### src/rtl/cpu_cmp_pkg.sv
// Shared types for the 6502 lockstep comparator: FSM states, error codes
// and the packed bus transaction layout {addr, data, rw}.
package cpu_cmp_pkg;

    localparam int TXN_AW = 16;
    localparam int TXN_DW = 8;

    typedef enum logic [1:0] {
        IDLE = 2'd0,
        RUN  = 2'd1,
        HALT = 2'd2
    } state_e;

    typedef enum logic [1:0] {
        ERR_NONE     = 2'd0,
        ERR_MISMATCH = 2'd1,
        ERR_OVERFLOW = 2'd2,
        ERR_TIMEOUT  = 2'd3
    } err_e;

    // Packed so that a bus_txn_t is bit-identical to {addr, data, rw}.
    typedef struct packed {
        logic [TXN_AW-1:0] addr;
        logic [TXN_DW-1:0] data;
        logic              rw;
    } bus_txn_t;

endpackage

### src/rtl/lockstep_fifo.sv
// Per-side transaction FIFO. Pointers carry one extra MSB so full and
// empty can be told apart when the index bits are equal. The head entry is
// presented combinationally; the consumer registers it on pop.
module lockstep_fifo #(
    parameter int W     = 25,
    parameter int DEPTH = 8
) (
    input  logic                     clk,
    input  logic                     rst,
    input  logic                     flush,
    input  logic                     push,
    input  logic                     pop,
    input  logic [W-1:0]             din,
    output logic [W-1:0]             dout,
    output logic                     full,
    output logic                     empty,
    output logic [$clog2(DEPTH):0]   level
);

    localparam int PW = $clog2(DEPTH);

    logic [W-1:0] mem [DEPTH];
    logic [PW:0]  wr_ptr_reg;
    logic [PW:0]  rd_ptr_reg;
    logic         do_pop;
    logic         do_push;

    assign empty   = (wr_ptr_reg == rd_ptr_reg);
    assign full    = (wr_ptr_reg[PW] != rd_ptr_reg[PW]) &&
                     (wr_ptr_reg[PW-1:0] == rd_ptr_reg[PW-1:0]);
    assign level   = wr_ptr_reg - rd_ptr_reg;
    assign do_pop  = pop && !empty;
    // A push into a full FIFO is accepted only when a pop frees a slot.
    assign do_push = push && (!full || do_pop);
    assign dout    = mem[rd_ptr_reg[PW-1:0]];

    // Storage write; no reset so the array maps onto RAM.
    always_ff @(posedge clk) begin
        if (do_push && !flush) begin
            mem[wr_ptr_reg[PW-1:0]] <= din;
        end
    end

    // Pointer update; flush empties the FIFO and wins over push/pop.
    always_ff @(posedge clk or posedge rst) begin
        if (rst) begin
            wr_ptr_reg <= '0;
            rd_ptr_reg <= '0;
        end else if (flush) begin
            wr_ptr_reg <= '0;
            rd_ptr_reg <= '0;
        end else begin
            if (do_push) wr_ptr_reg <= wr_ptr_reg + 1'b1;
            if (do_pop)  rd_ptr_reg <= rd_ptr_reg + 1'b1;
        end
    end

endmodule

### src/rtl/cpu_lockstep_cmp.sv
// Lockstep checker between the DUV and reference 6502 bus streams. Each
// side is buffered in its own FIFO; heads are popped together, registered,
// and compared one cycle later. The first mismatch/overflow/timeout is
// latched with context.
module cpu_lockstep_cmp
    import cpu_cmp_pkg::*;
#(
    parameter int AW          = TXN_AW,
    parameter int DW          = TXN_DW,
    parameter int DEPTH       = 8,
    parameter int TIMEOUT     = 64,
    parameter int CW          = 32,
    parameter int STOP_ON_ERR = 1
) (
    input  logic                   clk,
    input  logic                   rst,
    input  logic                   enable,
    input  logic                   clear,
    input  logic                   duv_valid,
    input  logic [AW-1:0]          duv_addr,
    input  logic [DW-1:0]          duv_data,
    input  logic                   duv_rw,
    input  logic                   ref_valid,
    input  logic [AW-1:0]          ref_addr,
    input  logic [DW-1:0]          ref_data,
    input  logic                   ref_rw,
    output logic [CW-1:0]          match_cnt,
    output logic                   err,
    output logic [1:0]             err_code,
    output logic [CW-1:0]          err_index,
    output logic [AW+DW:0]         err_duv,
    output logic [AW+DW:0]         err_ref,
    output logic [$clog2(DEPTH):0] duv_level,
    output logic [$clog2(DEPTH):0] ref_level
);

    localparam int  TW   = AW + DW + 1;
    localparam int  LW   = $clog2(DEPTH) + 1;
    localparam int  SW   = $clog2(TIMEOUT + 1);
    localparam bit  STOP = (STOP_ON_ERR != 0);

    state_e             state_reg;
    logic               active;
    logic               pop;
    logic [1:0]         side_push;
    logic [1:0]         side_full;
    logic [1:0]         side_empty;
    logic [1:0][TW-1:0] side_din;
    logic [1:0][TW-1:0] side_dout;
    logic [1:0][LW-1:0] side_level;

    logic               cmp_valid_reg;
    logic [TW-1:0]      cmp_duv_reg;
    logic [TW-1:0]      cmp_ref_reg;
    logic [SW-1:0]      skew_reg;
    logic [CW-1:0]      match_cnt_reg;
    logic               err_reg;
    err_e               err_code_reg;
    logic [CW-1:0]      err_index_reg;
    logic [TW-1:0]      err_duv_reg;
    logic [TW-1:0]      err_ref_reg;

    logic               evaluating;
    logic               cmp_mismatch;
    logic               cmp_match;
    logic               ovf;
    logic               one_nonempty;
    logic               tmo;
    err_e               err_kind;
    logic               err_hit;

    // Side 0 is the DUV, side 1 the reference.
    assign active      = enable && (state_reg == RUN);
    assign side_push   = {ref_valid, duv_valid} & {2{active}};
    assign side_din[0] = {duv_addr, duv_data, duv_rw};
    assign side_din[1] = {ref_addr, ref_data, ref_rw};
    assign pop         = active && (side_empty == 2'b00);

    generate
        for (genvar gi = 0; gi < 2; gi++) begin : g_side
            lockstep_fifo #(
                .W     (TW),
                .DEPTH (DEPTH)
            ) u_fifo (
                .clk   (clk),
                .rst   (rst),
                .flush (clear),
                .push  (side_push[gi]),
                .pop   (pop),
                .din   (side_din[gi]),
                .dout  (side_dout[gi]),
                .full  (side_full[gi]),
                .empty (side_empty[gi]),
                .level (side_level[gi])
            );
        end
    endgenerate

    // The registered pair is still judged after enable drops, but never in HALT.
    assign evaluating   = cmp_valid_reg && (state_reg != HALT);
    assign cmp_mismatch = evaluating && (cmp_duv_reg != cmp_ref_reg);
    assign cmp_match    = evaluating && (cmp_duv_reg == cmp_ref_reg);
    assign ovf          = (|(side_push & side_full)) && !pop;
    assign one_nonempty = ^side_empty;
    assign tmo          = active && one_nonempty && (skew_reg == SW'(TIMEOUT - 1));

    // Error classification with mismatch > overflow > timeout priority.
    always_comb begin
        err_kind = ERR_NONE;
        if (cmp_mismatch)      err_kind = ERR_MISMATCH;
        else if (ovf)          err_kind = ERR_OVERFLOW;
        else if (tmo)          err_kind = ERR_TIMEOUT;
    end

    assign err_hit = !err_reg && (err_kind != ERR_NONE);

    // Run-control FSM; HALT is left only through clear or rst.
    always_ff @(posedge clk or posedge rst) begin
        if (rst) begin
            state_reg <= IDLE;
        end else if (clear) begin
            state_reg <= IDLE;
        end else begin
            case (state_reg)
                IDLE:    if (err_hit && STOP) state_reg <= HALT;
                         else if (enable)     state_reg <= RUN;
                RUN:     if (err_hit && STOP) state_reg <= HALT;
                         else if (!enable)    state_reg <= IDLE;
                default: state_reg <= HALT;
            endcase
        end
    end

    // Compare stage: capture both FIFO heads on a joint pop.
    always_ff @(posedge clk or posedge rst) begin
        if (rst) begin
            cmp_valid_reg <= 1'b0;
            cmp_duv_reg   <= '0;
            cmp_ref_reg   <= '0;
        end else if (clear) begin
            cmp_valid_reg <= 1'b0;
            cmp_duv_reg   <= '0;
            cmp_ref_reg   <= '0;
        end else begin
            cmp_valid_reg <= pop;
            if (pop) begin
                cmp_duv_reg <= side_dout[0];
                cmp_ref_reg <= side_dout[1];
            end
        end
    end

    // Skew counter: counts cycles where only one side holds entries.
    always_ff @(posedge clk or posedge rst) begin
        if (rst) begin
            skew_reg <= '0;
        end else if (clear) begin
            skew_reg <= '0;
        end else if (active) begin
            if (!one_nonempty)                   skew_reg <= '0;
            else if (skew_reg != SW'(TIMEOUT))   skew_reg <= skew_reg + 1'b1;
        end
    end

    // Saturating match counter.
    always_ff @(posedge clk or posedge rst) begin
        if (rst) begin
            match_cnt_reg <= '0;
        end else if (clear) begin
            match_cnt_reg <= '0;
        end else if (cmp_match && (match_cnt_reg != {CW{1'b1}})) begin
            match_cnt_reg <= match_cnt_reg + 1'b1;
        end
    end

    // First-error capture; later errors never overwrite it.
    always_ff @(posedge clk or posedge rst) begin
        if (rst) begin
            err_reg       <= 1'b0;
            err_code_reg  <= ERR_NONE;
            err_index_reg <= '0;
            err_duv_reg   <= '0;
            err_ref_reg   <= '0;
        end else if (clear) begin
            err_reg       <= 1'b0;
            err_code_reg  <= ERR_NONE;
            err_index_reg <= '0;
            err_duv_reg   <= '0;
            err_ref_reg   <= '0;
        end else if (err_hit) begin
            err_reg       <= 1'b1;
            err_code_reg  <= err_kind;
            err_index_reg <= match_cnt_reg;
            if (err_kind == ERR_MISMATCH) begin
                err_duv_reg <= cmp_duv_reg;
                err_ref_reg <= cmp_ref_reg;
            end
        end
    end

    assign match_cnt = match_cnt_reg;
    assign err       = err_reg;
    assign err_code  = err_code_reg;
    assign err_index = err_index_reg;
    assign err_duv   = err_duv_reg;
    assign err_ref   = err_ref_reg;
    assign duv_level = side_level[0];
    assign ref_level = side_level[1];

endmodule

### config.mk
export PLATFORM = sky130hd
export DESIGN_NAME = cpu_lockstep_cmp
export DESIGN_NICKNAME = d
export VERILOG_FILES = /design/src/rtl/cpu_cmp_pkg.sv /design/src/rtl/lockstep_fifo.sv /design/src/rtl/cpu_lockstep_cmp.sv
export SDC_FILE = /design/constraint.sdc
export NUM_CORES = 1
export LEC_CHECK = 0
export CORE_MARGIN = 5
export CORE_UTILIZATION = 55
export DETAILED_ROUTE_END_ITERATION = 12
export PLACE_DENSITY = 0.76
export SETUP_SLACK_MARGIN = 0.05
export SLEW_MARGIN = 20
export SYNTH_ARGS = -nofsm -noshare
export SYNTH_HDL_FRONTEND = slang
export SYNTH_SLANG_ARGS = --single-unit
### constraint.sdc
create_clock -name clk -period 9.2 [get_ports clk]
set_input_delay 1.84 -clock clk [delete_from_list [all_inputs] [get_ports clk]]
set_output_delay 1.84 -clock clk [all_outputs]
set_load 0.02 [all_outputs]
==> flow_metrics.env, run 1 <==
export IMPL_status="complete, no violations"
export IMPL_first_iter_violations=1528
export IMPL_vias_per_cell=5.95
export IMPL_cts_tree="done"
export IMPL_crit_required_ns=7.36
export IMPL_wl_um=55500
export IMPL_numCtsBuffers=57
export IMPL_synth_top_cell_by_area="edfxtp_1"
export IMPL_yosysMostFrequentCell="edfxtp_1"
export IMPL_grt_busiest_layer="met2"
export IMPL_post_cts_setup_buffers=0
export IMPL_yosys_top_cells_area="edfxtp_1, dfrtp_1, mux4_2, mux2i_1, nor2_1"
export IMPL_core_area_um2=43900
export IMPL_hold_class="reg2reg"
export IMPL_async_flop_share_pct=32.5
export IMPL_r2r_slack_ns=3.65
export IMPL_cp_arrival_ns=4.54
export IMPL_seq_area_frac_synth_pct=69.3
export IMPL_rsz0062_at_grt="false"
export IMPL_drc_errors=0
export IMPL_ys_top_cells_by_count="edfxtp_1, dfrtp_1, nor2_1, nand2_1, mux4_2"
export IMPL_fillers=3055
export IMPL_start_util_pct=55.4
export IMPL_cp_end_kind="output port"
export IMPL_fin_skew_ns=0.0182
export IMPL_synth_fp_nets=1632
export IMPL_cts_sinks=593
export IMPL_clk_path_buf_depth=3
export IMPL_post_route_util_pct=65.2
export IMPL_clk_pin_slew_worst_paths_ns=0.07
export IMPL_postSynthCellCount=1560
export IMPL_place_hpwl_um=34800
export IMPL_std_cell_rows=77
export IMPL_insertion_delay_ns=0.62
export IMPL_diodes=0
export IMPL_synth_seq_cells=593
export IMPL_start_kind="register"
export IMPL_fin_crit_ns=6.38
export IMPL_drive_gt1_share_pct=14.7
export IMPL_overflow=0
export IMPL_finalHoldViolations=0
export IMPL_wire_per_inst_um=23.4
export IMPL_max_freq_ghz=0.157
export IMPL_grt_pass1_vias=14399
export IMPL_gp_congestion=0.824
export IMPL_reg2reg_to="g_side[1].u_fifo.mem[0][19]"
export IMPL_synth_area_per_cell_um2=15.6
export IMPL_fin_setup_tns_ns=0
export IMPL_netlist_area_um2=24300
export IMPL_crit_type="reg2out"
export IMPL_via_count=14089
export IMPL_met2_usage_pct=38.3
export IMPL_synth_cell_types=56
export IMPL_grt_start_max_net_pins=146
export IMPL_synth_edf_count=400
export IMPL_relSlewSlack_pct=25.8
export IMPL_r2r_cells=10
export IMPL_period_share_pct=69.3
export IMPL_grt_usage_pct=23.2
export IMPL_worst_pin_slew_ns=1.11
export IMPL_cap_violations=0
export IMPL_ctsHoldBuffers=0
export IMPL_synth_warning_count=0
export IMPL_critPathMaxFanout=27
export IMPL_io_buffers=180
export IMPL_cellLeakagePower_nw=10.4
export IMPL_ios=181
export IMPL_fp_dieW_um=220
export IMPL_r2r_start="g_side[1].u_fifo.rd_ptr_reg[2]"
export IMPL_die_height_um=220
export IMPL_grt_first_pass_wirelength_um=86000
export IMPL_p_per_area_nw_per_um2=187
export IMPL_ant_nets=0
export IMPL_dr_pass1_iters=5
export IMPL_met3_usage_pct=4.31
export IMPL_vdd_ir_drop_max_mv=0.137
export IMPL_drv_slew=0
export IMPL_largest_register_ffs=400
export IMPL_grt_antenna_before_repair=0
export IMPL_ys_flop_type="edfxtp_1"
export IMPL_cts_max_level=2
export IMPL_worstSetupEndpoint="ref_level[3]"
export IMPL_setup_viol=0
export IMPL_dieArea_um2=48500
export IMPL_grt_use_met1_pct=31.6
export IMPL_synth_top_area_share_pct=49.4
export IMPL_nets=1799
export IMPL_critical_path_startpoint="g_side[1].u_fifo.rd_ptr_reg[2]"
export IMPL_cts_root_buf="clkbuf_16"
export IMPL_post_cts_resized=0
export IMPL_area_growth_pct=17.9
[through the flow]
stage / hold WS, ns / total power [mW] / cells / cell area [um^2] / worst slack [ns]
final: 0.479 / 5.37 / 2368 / 28700 / 2.82
after global routing: 0.494 / 5.53 / 2368 / 28700 / 2.60
after CTS: 0.482 / 5.40 / 2368 / 28700 / 2.80
after detailed placement: 0.464 / 3.02 / 2260 / 26700 / 3.49
after global placement: 0.434 / 3.02 / 2260 / 26700 / 3.51
after floorplan: 0.424 / 2.96 / 1560 / 24300 / 2.10
[kinds of logic (layout without fill, tap and decap cells)]
group | after synthesis | after routing | synth area share, %
AND/OR/NAND/NOR | 473 | 473 | 9.47
multiplexers | 196 | 196 | 13.2
buffers and inverters | 116 | 332 | 2.02
XOR/XNOR | 43 | 43 | 1.55
adder cells (fa/ha/maj) | 16 | 16 | 0.885
flip-flops | 593 | 593 | 69.3
AO/OA/AOI/OAI | 123 | 123 | 3.61
[final cells by class]
class                           instances  area (um^2)  share of cell area [%]
Inverter                               23         93.8                   0.327
Sequential cell                       593        16900                    58.8
Clock inverter                         30          348                    1.21
Multi-Input combinational cell        851         7060                    24.6
Clock buffer                           78         1610                    5.60
Timing Repair Buffer                  201         1970                    6.87
Tap cell                              592          741                    2.58
[routing by layer]
| layer | vias to the layer above | wire length, um |
|---|---|---|
| li1 | 6230 | - |
| met1 | 7196 | 21600 |
| met2 | 552 | 27800 |
| met3 | 111 | 4290 |
| met4 | 0 | 1780 |
| met5 | - | 0 |
[worst min path at each step]
stage / start / to / slack [ns] / depth (start not counted)
2_1_floorplan: state_reg[1] / state_reg[0] / 0.42 / 1
3_3_place_gp: state_reg[1] / state_reg[0] / 0.43 / 1
3_5_place_dp: state_reg[1] / state_reg[0] / 0.46 / 1
4_1_cts: state_reg[1] / state_reg[0] / 0.48 / 1
5_1_grt: state_reg[1] / state_reg[0] / 0.49 / 1
6_report: state_reg[1] / state_reg[0] / 0.48 / 1
[where the power goes]
part / internal, mW / leakage (nW) / switching, mW
clock: 1.40 / 0.948 / 1.01
combinational: 0.0346 / 3.18 / 0.0709
sequential: 2.86 / 6.28 / 0.00195
total: 4.29 / 10.4 / 1.08
[placed cells by master, fill, tap and decap left out, types with 24 or more instances in the layout]
master,Yosys,layout
a21oi_1,36,36
a311oi_1,51,51
clkbuf_16,0,57
clkdlybuf4s50_1,0,179
dfrtp_1,193,189
edfxtp_1,400,400
mux2i_1,96,96
mux4_2,100,100
nand2_1,135,135
nand2b_1,67,67
nand3_1,24,24
nor2_1,145,133
xnor2_1,37,37
[critical path, stage by stage, from the launching register on]
cell,delay (ns)
dfrtp_1,1.05
clkinv_1,1.13
ha_1,0.71
a21oi_1,0.10
xnor2_1,0.25
clkdlybuf4s50_1,0.67
Note: power is estimated with default switching activity, not from simulation.
==> inputs of run 2 (changes only) <==
--- a/config.mk
+++ b/config.mk
@@ -6,7 +6,7 @@
 export NUM_CORES = 1
 export LEC_CHECK = 0
 export CORE_MARGIN = 5
-export CORE_UTILIZATION = 55
+export CORE_UTILIZATION = 53
 export DETAILED_ROUTE_END_ITERATION = 12
 export PLACE_DENSITY = 0.76
 export SETUP_SLACK_MARGIN = 0.05
==> constraint.sdc (replaced) <==
create_clock -name clk -period 5.8 [get_ports clk]
set_input_delay 1.16 -clock clk [delete_from_list [all_inputs] [get_ports clk]]
set_output_delay 1.16 -clock clk [all_outputs]
set_load 0.02 [all_outputs]
==> flow_metrics.env, run 2 (synthesis gave the netlist of run 1 again) <==
export IMPL_ios=181
export IMPL_placed_area_um2=26800
export IMPL_clk_path_buf_depth=3
export IMPL_diodes=0
export IMPL_overflow=0
export IMPL_fin_setup_tns_ns=0
export IMPL_cp_arrival_ns=2.81
export IMPL_dieArea_um2=50300
export IMPL_rsz0062_at_grt="false"
export IMPL_wire_per_inst_um=23.2
export IMPL_cts_tree="done"
export IMPL_dr_pass1_iters=5
export IMPL_cap_violations=0
export IMPL_final_cell_mix="edfxtp_1, dfrtp_1, clkdlybuf4s50_1, nand2_1, nor2_1"
export IMPL_first_iter_violations=1471
export IMPL_cts_max_level=2
export IMPL_setup_viol=0
export IMPL_grt_usage_pct=22.1
export IMPL_crit_buf_inv=3
export IMPL_vias_per_cell=5.92
export IMPL_finalHoldViolations=0
export IMPL_relSlewSlack_pct=26.1
export IMPL_grt_first_pass_wirelength_um=85900
export IMPL_grt_antenna_before_repair=2
export IMPL_io_buffers=180
export IMPL_wl_um=55500
export IMPL_drc_errors=0
export IMPL_drv_slew=0
export IMPL_grt_start_max_net_pins=118
export IMPL_slowest_stage="buf_4"
export IMPL_insertion_delay_ns=0.61
export IMPL_largest_register_ffs=400
export IMPL_fin_skew_ns=0.0125
export IMPL_cts_sinks=593
export IMPL_ant_nets=0
export IMPL_whs_ns=0.474
export IMPL_layout_cells_most_common="edfxtp_1"
export IMPL_post_cts_resized=0
export IMPL_start_kind="register"
export IMPL_cp_end_kind="output port"
export IMPL_drive_gt1_share_pct=15.1
export IMPL_fillers=3158
export IMPL_stdcell_area_um2=28800
export IMPL_cts_root_buf="clkbuf_16"
export IMPL_nets=1811
export IMPL_max_freq_ghz=0.252
export IMPL_fin_crit_ns=3.97
export IMPL_critPathMaxFanout=53
export IMPL_worst_pin_slew_ns=1.11
export IMPL_fp_dieW_um=224
export IMPL_hold_class="reg2reg"
export IMPL_area_growth_pct=18.5
export IMPL_start_util_pct=53.6
export IMPL_cellLeakagePower_nw=10.5
export IMPL_p_per_area_nw_per_um2=298
export IMPL_std_cell_rows=78
export IMPL_crit_required_ns=4.64
export IMPL_status="complete, no violations"
export IMPL_vdd_ir_drop_max_mv=0.236
export IMPL_grt_pass1_vias=14417
export IMPL_via_count=14139
export IMPL_crit_chain="buf_4 -> fa_1 -> inv_1 -> clkdlybuf4s50_1"
export IMPL_core_area_um2=45400
export IMPL_ctsHoldBuffers=0
export IMPL_die_height_um=224
export IMPL_crit_type="reg2out"
export IMPL_path_delay_family="buffers and inverters"
export IMPL_numCtsBuffers=57
export IMPL_period_share_pct=68.4
export IMPL_gp_congestion=0.804
export IMPL_place_hpwl_um=33900
export IMPL_clk_pin_slew_worst_paths_ns=0.06
export IMPL_slowest_delay_ns=0.63
export IMPL_post_cts_setup_buffers=0
-- run 2: cell count changes in the layout (fill, tap and decap cells not counted), sizes merged --
| cell | previous run | this run |
|---|---|---|
| bufinv | 6 | 10 |
| inv | 23 | 22 |
| buf | 22 | 34 |
| clkinvlp | 6 | 2 |
| clkbuf | 78 | 70 |
| clkinv | 18 | 26 |
-- run 2: layout make-up --
cell class / instances / area, um^2 / area share [%]
Tap cell: 600 / 751 / 2.60
Multi-Input combinational cell: 851 / 7050 / 24.4
Sequential cell: 593 / 16900 / 58.5
Timing Repair Buffer: 213 / 2080 / 7.23
Inverter: 23 / 90.1 / 0.313
Clock inverter: 37 / 469 / 1.63
Clock buffer: 70 / 1540 / 5.33
-- run 2: where the power goes --
part	switching, mW	leakage [nW]	internal [mW]
clock network	1.56	0.991	2.34
registers	0.00313	6.28	4.53
logic	0.111	3.24	0.0571
-- run 2: path summary, 6_finish.rpt --
| kind | startpoint | to | slack, ns | cells past startpoint |
|---|---|---|---|---|
| setup / recovery | g_side[1].u_fifo.rd_ptr_reg[1] | ref_level[1] | 1.83 | 4 |
| hold / removal | state_reg[1] | state_reg[0] | 0.47 | 1 |
| setup reg to reg | g_side[0].u_fifo.rd_ptr_reg[2] | g_side[0].u_fifo.mem[7][13] | 2.05 | 11 |
| hold reg to reg | state_reg[1] | state_reg[0] | 0.47 | 1 |
| max in group asynchronous | rst | err_duv[3] | 4.10 | 3 |
| min in group asynchronous | rst | skew_reg[1] | 1.05 | 3 |
-- run 2: layer usage --
layer / vias to the layer above / GRT usage (%) / part of all wire [%]
li1: 6258 / - / -
met1: 7189 / 31.2 / 41
met2: 572 / 35.0 / 48
met3: 116 / 4.39 / 7.8
met4: 4 / 7.94 / 3.4
met5: - / 0 / 0.043
-- run 2: per-stage QoR --
step | cells | worst slack (ns) | total power, mW | utilization [%]
4_1_cts | 2387 | 1.76 | 8.67 | 63.5
5_1_grt | 2387 | 1.68 | 8.87 | 63.5
3_3_place_gp | 2280 | 1.88 | 4.78 | 59.1
2_1_floorplan | 1560 | 1.12 | 4.69 | -
6_report | 2387 | 1.83 | 8.60 | 63.5
3_5_place_dp | 2280 | 1.78 | 4.79 | 59.1
-- run 2: worst register-to-register path: stages (launching register included) --
cell and delay [ns]:
dfrtp_1 0.33, buf_4 0.34, clkinv_1 0.17, ha_1 0.36, and3_1 0.25, nand2_1 0.08
ha_1 0.23, nor2_1 0.07, a21oi_1 0.61, nand3b_1 0.37, nor2_2 0.18, buf_4 0.40
==> inputs of run 3 (changes only) <==
--- a/config.mk
+++ b/config.mk
@@ -6,7 +6,7 @@
 export NUM_CORES = 1
 export LEC_CHECK = 0
 export CORE_MARGIN = 5
-export CORE_UTILIZATION = 53
+export CORE_UTILIZATION = 55
 export DETAILED_ROUTE_END_ITERATION = 12
 export PLACE_DENSITY = 0.76
 export SETUP_SLACK_MARGIN = 0.05
==> constraint.sdc (replaced) <==
create_clock -name clk -period 3.9 [get_ports clk]
set_input_delay 0.78 -clock clk [delete_from_list [all_inputs] [get_ports clk]]
set_output_delay 0.78 -clock clk [all_outputs]
set_load 0.02 [all_outputs]
==> flow_metrics.env, run 3 (synthesis gave the netlist of run 1 again) <==
export IMPL_hold_class="reg2reg"
export IMPL_setup_viol=0
export IMPL_fin_skew_ns=0.0163
export IMPL_cts_sinks=593
export IMPL_power_mw=12.4
export IMPL_io_buffers=180
export IMPL_nets=1811
export IMPL_fin_crit_ns=3.60
export IMPL_status="complete, no violations"
export IMPL_crit_chain="buf_4 -> fa_1 -> inv_1 -> clkdlybuf4s50_1"
export IMPL_dieArea_um2=48500
export IMPL_crit_buf_inv=3
export IMPL_max_freq_ghz=0.278
export IMPL_numCtsBuffers=57
export IMPL_relSlewSlack_pct=25.8
export IMPL_std_cell_rows=77
export IMPL_ios=181
export IMPL_cp_arrival_ns=2.82
export IMPL_placed_area_um2=26800
export IMPL_path_delay_family="buffers and inverters"
export IMPL_crit_required_ns=3.12
export IMPL_ctsHoldBuffers=0
export IMPL_core_area_um2=43900
export IMPL_gp_congestion=0.839
export IMPL_place_hpwl_um=35100
export IMPL_clk_path_buf_depth=3
export IMPL_period_share_pct=92.4
export IMPL_grt_start_max_net_pins=98
export IMPL_post_cts_setup_buffers=0
export IMPL_slowest_delay_ns=0.62
export IMPL_crit_type="reg2out"
export IMPL_p_per_area_nw_per_um2=431
export IMPL_grt_pass1_vias=14333
export IMPL_finalHoldViolations=0
export IMPL_overflow=0
export IMPL_post_cts_resized=0
export IMPL_first_iter_violations=1381
export IMPL_cts_max_level=2
export IMPL_worst_pin_slew_ns=1.11
export IMPL_vdd_ir_drop_max_mv=0.312
export IMPL_post_route_util_pct=65.3
export IMPL_start_kind="register"
export IMPL_ant_nets=0
export IMPL_start_util_pct=55.4
export IMPL_worst_slack_ns=0.297
export IMPL_cts_tree="done"
export IMPL_drc_errors=0
export IMPL_grt_usage_pct=23.1
export IMPL_rsz0062_at_grt="false"
export IMPL_cts_root_buf="clkbuf_16"
export IMPL_grt_first_pass_wirelength_um=85000
export IMPL_vias_per_cell=5.97
export IMPL_wl_um=55600
export IMPL_layout_cells_most_common="edfxtp_1"
export IMPL_dr_pass1_iters=5
export IMPL_cellLeakagePower_nw=10.4
export IMPL_cp_end_kind="output port"
export IMPL_insertion_delay_ns=0.61
export IMPL_drv_slew=0
export IMPL_cap_violations=0
export IMPL_area_growth_pct=18.0
export IMPL_critPathMaxFanout=53
export IMPL_dp_slack_ns=0.317
export IMPL_die_height_um=220
export IMPL_slowest_stage="buf_4"
export IMPL_drive_gt1_share_pct=14.5
export IMPL_wire_per_inst_um=23.4
export IMPL_final_cell_mix="edfxtp_1, dfrtp_1, clkdlybuf4s50_1, nand2_1, nor2_1"
export IMPL_fp_dieW_um=220
export IMPL_grt_antenna_before_repair=1
export IMPL_stdcell_area_um2=28700
export IMPL_largest_register_ffs=400
export IMPL_clk_pin_slew_worst_paths_ns=0.06
export IMPL_via_count=14188
-- run 3: power breakdown --
part	internal (mW)	switching, mW
combinational	0.0875	0.168
clock	3.03	2.32
sequential	6.74	0.00449
total	9.85	2.50
-- run 3: metal layers --
layer  vias up  GRT usage [%]  share of wire [%]
met5         -              0                  0
li1       6246              -                  -
met2       547           37.6                 49
met4         0           8.78                3.5
met1      7293           31.6                 40
met3       102           4.13                7.2
-- run 3: area by class of cell --
cell class	count	area [um^2]
Antenna cell	1	2.50
Clock buffer	76	1560
Clock inverter	29	268
Fill cell	3049	15200
Inverter	23	90.1
Multi-Input combinational cell	851	7070
Sequential cell	593	16900
Tap cell	592	741
Timing Repair Buffer	213	2110
-- run 3: worst paths after layout --
kind | to | slack [ns] | depth (start not counted) | from
worst max-delay path | ref_level[1] | 0.30 | 4 | g_side[1].u_fifo.rd_ptr_reg[1]
worst min-delay path | state_reg[0] | 0.47 | 1 | state_reg[1]
worst max register to register | state_reg[0] | 0.43 | 8 | g_side[0].u_fifo.wr_ptr_reg[2]
worst min register to register | state_reg[0] | 0.47 | 1 | state_reg[1]
max in group asynchronous | g_side[0].u_fifo.rd_ptr_reg[0] | 2.82 | 3 | rst
min in group asynchronous | g_side[1].u_fifo.rd_ptr_reg[3] | 0.71 | 3 | rst
-- run 3: stage by stage --
stage                     cells  hold slack (ns)  setup TNS [ns]
after global placement     2272            0.438               0
after global routing       2378            0.488               0
after CTS                  2377            0.464               0
after floorplan            1560            0.424          -23.58
after detailed placement   2272            0.455               0
final                      2378            0.468               0
